## src/rtl/datapath_pkg.sv

```systemverilog
// Shared definitions for the 16-bit CPU datapath.
// Holds the data width, the register-file depth, and the encodings the
// controller drives onto ALUop and shift.
package datapath_pkg;

  localparam int DATA_W   = 16;
  localparam int RF_DEPTH = 8;
  localparam int RF_IDX_W = 3;

  typedef enum logic [1:0] {
    ALU_ADD = 2'b00,
    ALU_SUB = 2'b01,
    ALU_AND = 2'b10,
    ALU_NOT = 2'b11
  } alu_op_e;

  typedef enum logic [1:0] {
    SH_NONE = 2'b00,
    SH_LSL  = 2'b01,
    SH_LSR  = 2'b10,
    SH_ASR  = 2'b11
  } shift_op_e;

endpackage

```

## src/rtl/datapath_regfile.sv

```systemverilog
// 8 x 16 register file with one write port and one combinational read port.
// Ports:
//   clk, reset          - rising-edge clock, synchronous active-high clear
//   write, writenum     - write enable and write index
//   data_in             - write data
//   readnum, data_out   - read index and combinational read data
// A read of the entry being written returns the old contents until the edge.
module datapath_regfile
  import datapath_pkg::*;
(
  input  logic                clk,
  input  logic                reset,
  input  logic                write,
  input  logic [RF_IDX_W-1:0] writenum,
  input  logic [DATA_W-1:0]   data_in,
  input  logic [RF_IDX_W-1:0] readnum,
  output logic [DATA_W-1:0]   data_out
);

  logic [DATA_W-1:0] regs [RF_DEPTH];

  always_ff @(posedge clk) begin
    if (reset) begin
      for (int i = 0; i < RF_DEPTH; i++) regs[i] <= '0;
    end else if (write) begin
      regs[writenum] <= data_in;
    end
  end

  assign data_out = regs[readnum];

endmodule

```

## src/rtl/datapath.sv

```systemverilog
// 16-bit processor datapath: register file, A/B operand registers, a 1-bit
// shifter on the B path, a 4-function ALU, the C result register and the
// Z zero flag. Every strobe comes from an external controller, one cycle
// at a time.
// Ports:
//   clk, reset                 - rising-edge clock, synchronous active-high clear
//   datapath_in                - immediate / external data
//   writenum, write, vsel      - register-file write index, enable, source select
//   readnum                    - register-file read index
//   loada, loadb               - load A / B from the register-file read port
//   asel, bsel                 - ALU operand selects (zero / immediate)
//   shift, ALUop               - shifter and ALU function codes
//   loadc, loads               - load C / Z from the ALU
//   datapath_out, Z_out        - C register and Z flag
module datapath
  import datapath_pkg::*;
(
  input  logic                clk,
  input  logic                reset,
  input  logic [DATA_W-1:0]   datapath_in,
  input  logic [RF_IDX_W-1:0] writenum,
  input  logic                write,
  input  logic [RF_IDX_W-1:0] readnum,
  input  logic                vsel,
  input  logic                loada,
  input  logic                loadb,
  input  logic                asel,
  input  logic                bsel,
  input  logic [1:0]          shift,
  input  logic [1:0]          ALUop,
  input  logic                loadc,
  input  logic                loads,
  output logic [DATA_W-1:0]   datapath_out,
  output logic                Z_out
);

  logic [DATA_W-1:0] rf_out;
  logic [DATA_W-1:0] wb_data;
  logic [DATA_W-1:0] a_reg;
  logic [DATA_W-1:0] b_reg;
  logic [DATA_W-1:0] c_reg;
  logic              z_reg;
  logic [DATA_W-1:0] sout;
  logic [DATA_W-1:0] ain;
  logic [DATA_W-1:0] bin;
  logic [DATA_W-1:0] alu_out;

  function automatic logic [DATA_W-1:0] shift_b(input logic [DATA_W-1:0] b,
                                                input logic [1:0] op);
    logic signed [DATA_W-1:0] b_s;
    b_s = b;
    case (shift_op_e'(op))
      SH_NONE: return b;
      SH_LSL:  return {b[DATA_W-2:0], 1'b0};
      SH_LSR:  return {1'b0, b[DATA_W-1:1]};
      SH_ASR:  return b_s >>> 1;
      default: return b;
    endcase
  endfunction

  // All results wrap modulo 2^16; carry and overflow are not reported.
  function automatic logic [DATA_W-1:0] alu_f(input logic [DATA_W-1:0] a,
                                              input logic [DATA_W-1:0] b,
                                              input logic [1:0] op);
    case (alu_op_e'(op))
      ALU_ADD: return a + b;
      ALU_SUB: return a - b;
      ALU_AND: return a & b;
      ALU_NOT: return ~b;
      default: return a + b;
    endcase
  endfunction

  // Write-back uses the pre-edge C, so a same-cycle loadc does not leak in.
  assign wb_data = vsel ? datapath_in : c_reg;

  datapath_regfile u_regfile (
    .clk      (clk),
    .reset    (reset),
    .write    (write),
    .writenum (writenum),
    .data_in  (wb_data),
    .readnum  (readnum),
    .data_out (rf_out)
  );

  assign sout    = shift_b(b_reg, shift);
  assign ain     = asel ? '0 : a_reg;
  assign bin     = bsel ? datapath_in : sout;
  assign alu_out = alu_f(ain, bin, ALUop);

  // Operand and result registers: each enable acts independently.
  always_ff @(posedge clk) begin
    if (reset) begin
      a_reg <= '0;
      b_reg <= '0;
      c_reg <= '0;
      z_reg <= 1'b0;
    end else begin
      if (loada) a_reg <= rf_out;
      if (loadb) b_reg <= rf_out;
      if (loadc) c_reg <= alu_out;
      if (loads) z_reg <= (alu_out == '0);
    end
  end

  assign datapath_out = c_reg;
  assign Z_out        = z_reg;

endmodule

```

## config.mk

```make
export PLATFORM = sky130hd
export DESIGN_NAME = datapath
export DESIGN_NICKNAME = d
export VERILOG_FILES = /design/src/rtl/datapath_pkg.sv /design/src/rtl/datapath_regfile.sv /design/src/rtl/datapath.sv
export SDC_FILE = /design/constraint.sdc
export NUM_CORES = 1
export LEC_CHECK = 0
export ABC_AREA = 0
export CORE_MARGIN = 1.5
export CORE_UTILIZATION = 35
export CTS_CLUSTER_DIAMETER = 200
export DETAILED_ROUTE_END_ITERATION = 10
export HOLD_SLACK_MARGIN = 0.03
export SLEW_MARGIN = 25
export SYNTH_ARGS = -nofsm -noshare
export SYNTH_HDL_FRONTEND = slang
export SYNTH_SLANG_ARGS = --single-unit
```

## constraint.sdc

```tcl
create_clock -name clk -period 5.4 [get_ports clk]
set_clock_uncertainty 0.15 [all_clocks]
set_input_delay 1.08 -clock clk [delete_from_list [all_inputs] [get_ports clk]]
set_output_delay 1.08 -clock clk [all_outputs]
set_load 0.005 [all_outputs]
```

==> impl_metrics.csv <==
group,metric,value,unit
timing,rsz0062_at_grt,"false",
floorplanning,num_rows,59,
global_routing,grt_overflow,0,
layout,largest_register_ffs,128,
timing,finalHoldViolCount,0,
place,port_buffers,52,
setup_path,r2r_setup_slack,1370,ps
detailed_routing,drt-initial-drc-count,393,
logic_synthesis,synthFlopType,"edfxtp_1",
worst_hold_path,worstHoldPathType,"register to register",
floorplanning,die_x,167,um
logic_synthesis,syn_inst,827,
setup_path,required,5620,ps
setup_path,cp.arrival,5230,ps
layout,finalNonFillerCells,1238,
logic_synthesis,syn_area_per_cell,11.3,sq um
timing,drv_slew,0,
detailed_routing,postRouteAntennaNets,0,
logic_synthesis,netlist_area,9370,sq um
logic_synthesis,ys_types,62,
layout,finalNetCount,945,
logic_synthesis,muxShareOfSynthArea,14.4,%
clock_network,cts_root_buf,"clkbuf_16",
global_routing,use_met2,28.9,%
worst_hold_path,hold_end,"datapath_out[15]",
logic_synthesis,synth_xor_area_share,2.79,%
worst_hold_path,hold_path_depth,2,
logic_synthesis,seq_area_frac_synth,51.5,%
setup_path,setup.worst_path.start,"shift[0]",
floorplanning,fp.coreArea,26100,sq um
place,dp_hpwl,16.4,mm
clock_network,htree_levels,4,
logic_synthesis,async_reset_ff_share,0,%
power,power.density,309,nW/um^2
run_status,status,"finished with violations",
global_routing,antenna_found_initial,0,
global_routing,grt.total_usage,17.3,%
timing,max_freq,200,MHz
layout,syn_to_final_growth,16.8,%
run_status,violations,"design-rule violations",
detailed_routing,num_vias,6540,
timing,relSlewSlack,29.5,%
worst_hold_path,hp-start,"datapath_out[15]",
clock_network,post_cts_resize_count,0,
logic_synthesis,synthSimpleGateAreaFrac,15.6,%
clock_network,hold_buffers,0,
place,globalplace.congestion,0.918,
timing,worst_pin_slew,1030,ps
setup_path,critPathLaunchType,"input pin",
setup_path,cpPeakStageDelay,660,ps
detailed_routing,finalWirelength,23.1,mm
logic_synthesis,synth_top_family_by_area,"simple AND/OR/NAND/NOR gates",
setup_path,cp_max_fo,14,
place,dp.cells,1207,
setup_path,endpoint_kind,"register",
logic_synthesis,synth_compound_area_share,9.95,%
setup_path,timing.rr.end,"Z_out",
timing,setup_viol,0,
logic_synthesis,syn-num-nets,881,
power,power_leakage,4.11,nW
timing,min_period,5010,ps
clock_network,cts.sinks,177,
global_routing,grt_pass1_wl,36.8,mm
global_routing,grt_use_met1,23.0,%
clock_network,clk_pin_slew,70,ps
floorplanning,start_util,35.8,%
layout,n_fill_cell,2516,
setup_path,cp_slowest_cell,"clkdlybuf4s50_1",
layout,drive_gt1_share,15.1,%
layout,max_flop_register,"u_regfile.regs",
floorplanning,dieHeight,167,um
clock_network,cts_buffer_depth,2,
detailed_routing,detail_route.wl_per_cell,18.7,um
global_routing,grt_pass1_vias,6528,
clock_network,clk_latency,440,ps
logic_synthesis,synth_top_area_share,41.0,%
timing,finalCritPeriodShare,92.8,%
setup_path,ff2ff_path_depth,16,
power,totalPowerFinal,3.38,mW
floorplanning,die_area,27800,sq um
clock_network,cts_tree,"done",
clock_network,cts_buffers,17,
setup_path,path_cells,"clkdlybuf4s50_1 > buf_4 > mux2i_1 > a221o_1 > a31oi_1 > a21o_1 > xnor2_1 > ha_1 > and3_1 > nand3_1 > a21o_1 > a31oi_1 > xnor2_1 > mux2i_1 > or4_1 > nor4_1 > a41o_1",
logic_synthesis,synth_edf_count,128,
detailed_routing,drc_errors,6,
flow_run,maxCapViolCount,0,
clock_network,post-cts-setup-buffers,0,
setup_path,path_buf_inv,2,
global_routing,grt_busiest_layer,"met2",
logic_synthesis,synth.top_cells.by_area,"edfxtp_1 (41%), dfxtp_1 (10%), nor2_1 (8.3%)",
logic_synthesis,ys_ff_latch,177,
layout,final_common_cell,"nor2_1",
setup_path,timing.rr.start,"b_reg[0]",
layout,final_cell_mix,"nor2_1 (208), edfxtp_1 (128), mux2i_1 (58)",
setup_path,cp_top_family,"compound AO/OA/AOI/OAI gates",
detailed_routing,routed_via_density,5.28,
logic_synthesis,ys_warn_count,0,
layout,fin_util,41.9,%
global_routing,grtUsageMet3,3.42,%
power,ir_drop,0.214,mV
floorplanning,pin_count,53,
logic_synthesis,synthAdderAreaFrac,2.48,%
layout,n_antenna_cell,0,
logic_synthesis,synth_area_leader_cell,"edfxtp_1",
detailed_routing,drt_pass1_iterations,10,
setup_path,path_class,"input pin to register",
global_routing,grt_max_degree,55,
[cells in the mapped netlist (3+ instances only)]
cell type,n
a221oi_2,7
a21o_1,7
xnor2_1,18
xor2_1,10
a21oi_1,19
nand2_1,30
nor3b_2,4
o21ai_1,3
nor2b_1,21
buf_1,4
a31oi_1,13
mux2i_1,58
nand3_1,9
o21ai_0,13
buf_6,6
a211oi_1,39
o211ai_1,5
edfxtp_1,128
nor3b_1,8
and3_1,3
inv_1,16
nor2_1,208
nand2b_1,15
ha_1,17
clkbuf_1,35
mux4_2,32
dfxtp_1,49
nand3b_1,4
[tightest hold or removal path: stages (launching register included)]
cell	delay, ps
dfxtp_1	330
nand2b_1	70
a21oi_1	50
[logic make-up after synthesis]
group | count (synthesis)
and+or+nand+nor | 319
DFF | 177
AOI/OAI and AO/OA | 124
muxes | 93
buffers and inverters | 67
xor gates and xnor gates | 29
adders and majority gates | 18
[how the worst max path moves through the flow]
stage	endpoint	cells after the start
after detailed placement	Z_out	17
after floorplan	Z_out	18
after global placement	Z_out	17
after global routing	Z_out	17
after CTS	Z_out	17
final	Z_out	17
[stage by stage]
step | hold slack [ps] | setup slack, ps | area (sq um) | TNS, ps
3_3_place_gp | 323 | -37.9 | 10400 | -37.9
4_1_cts | 341 | 355 | 10900 | 0
3_5_place_dp | 330 | -86.0 | 10400 | -86.0
5_1_grt | 382 | 7.69 | 10900 | 0
2_1_floorplan | 314 | 499 | 9370 | 0
6_report | 342 | 391 | 10900 | 0
[power breakdown]
group          internal [mW]  switching (mW)
logic                  0.258           0.326
clock network          0.621           0.606
registers               1.52          0.0406
[per-layer routing]
metal	share of wire (%)	vias to the layer above
met5	0	-
met4	1.2	0
met3	5.9	18
met2	48	182
met1	45	3201
li1	-	3139
[layout make-up]
| class | instances | area, sq um | area share, % |
|---|---|---|---|
| Inverter | 18 | 67.6 | 0.618 |
| Clock inverter | 14 | 159 | 1.45 |
| Multi-Input combinational cell | 583 | 4240 | 38.7 |
| Clock buffer | 17 | 425 | 3.89 |
| Timing Repair Buffer | 94 | 806 | 7.37 |
| Tap cell | 335 | 419 | 3.83 |
| Sequential cell | 177 | 4820 | 44.1 |
Note: power is estimated with default switching activity, not from simulation.
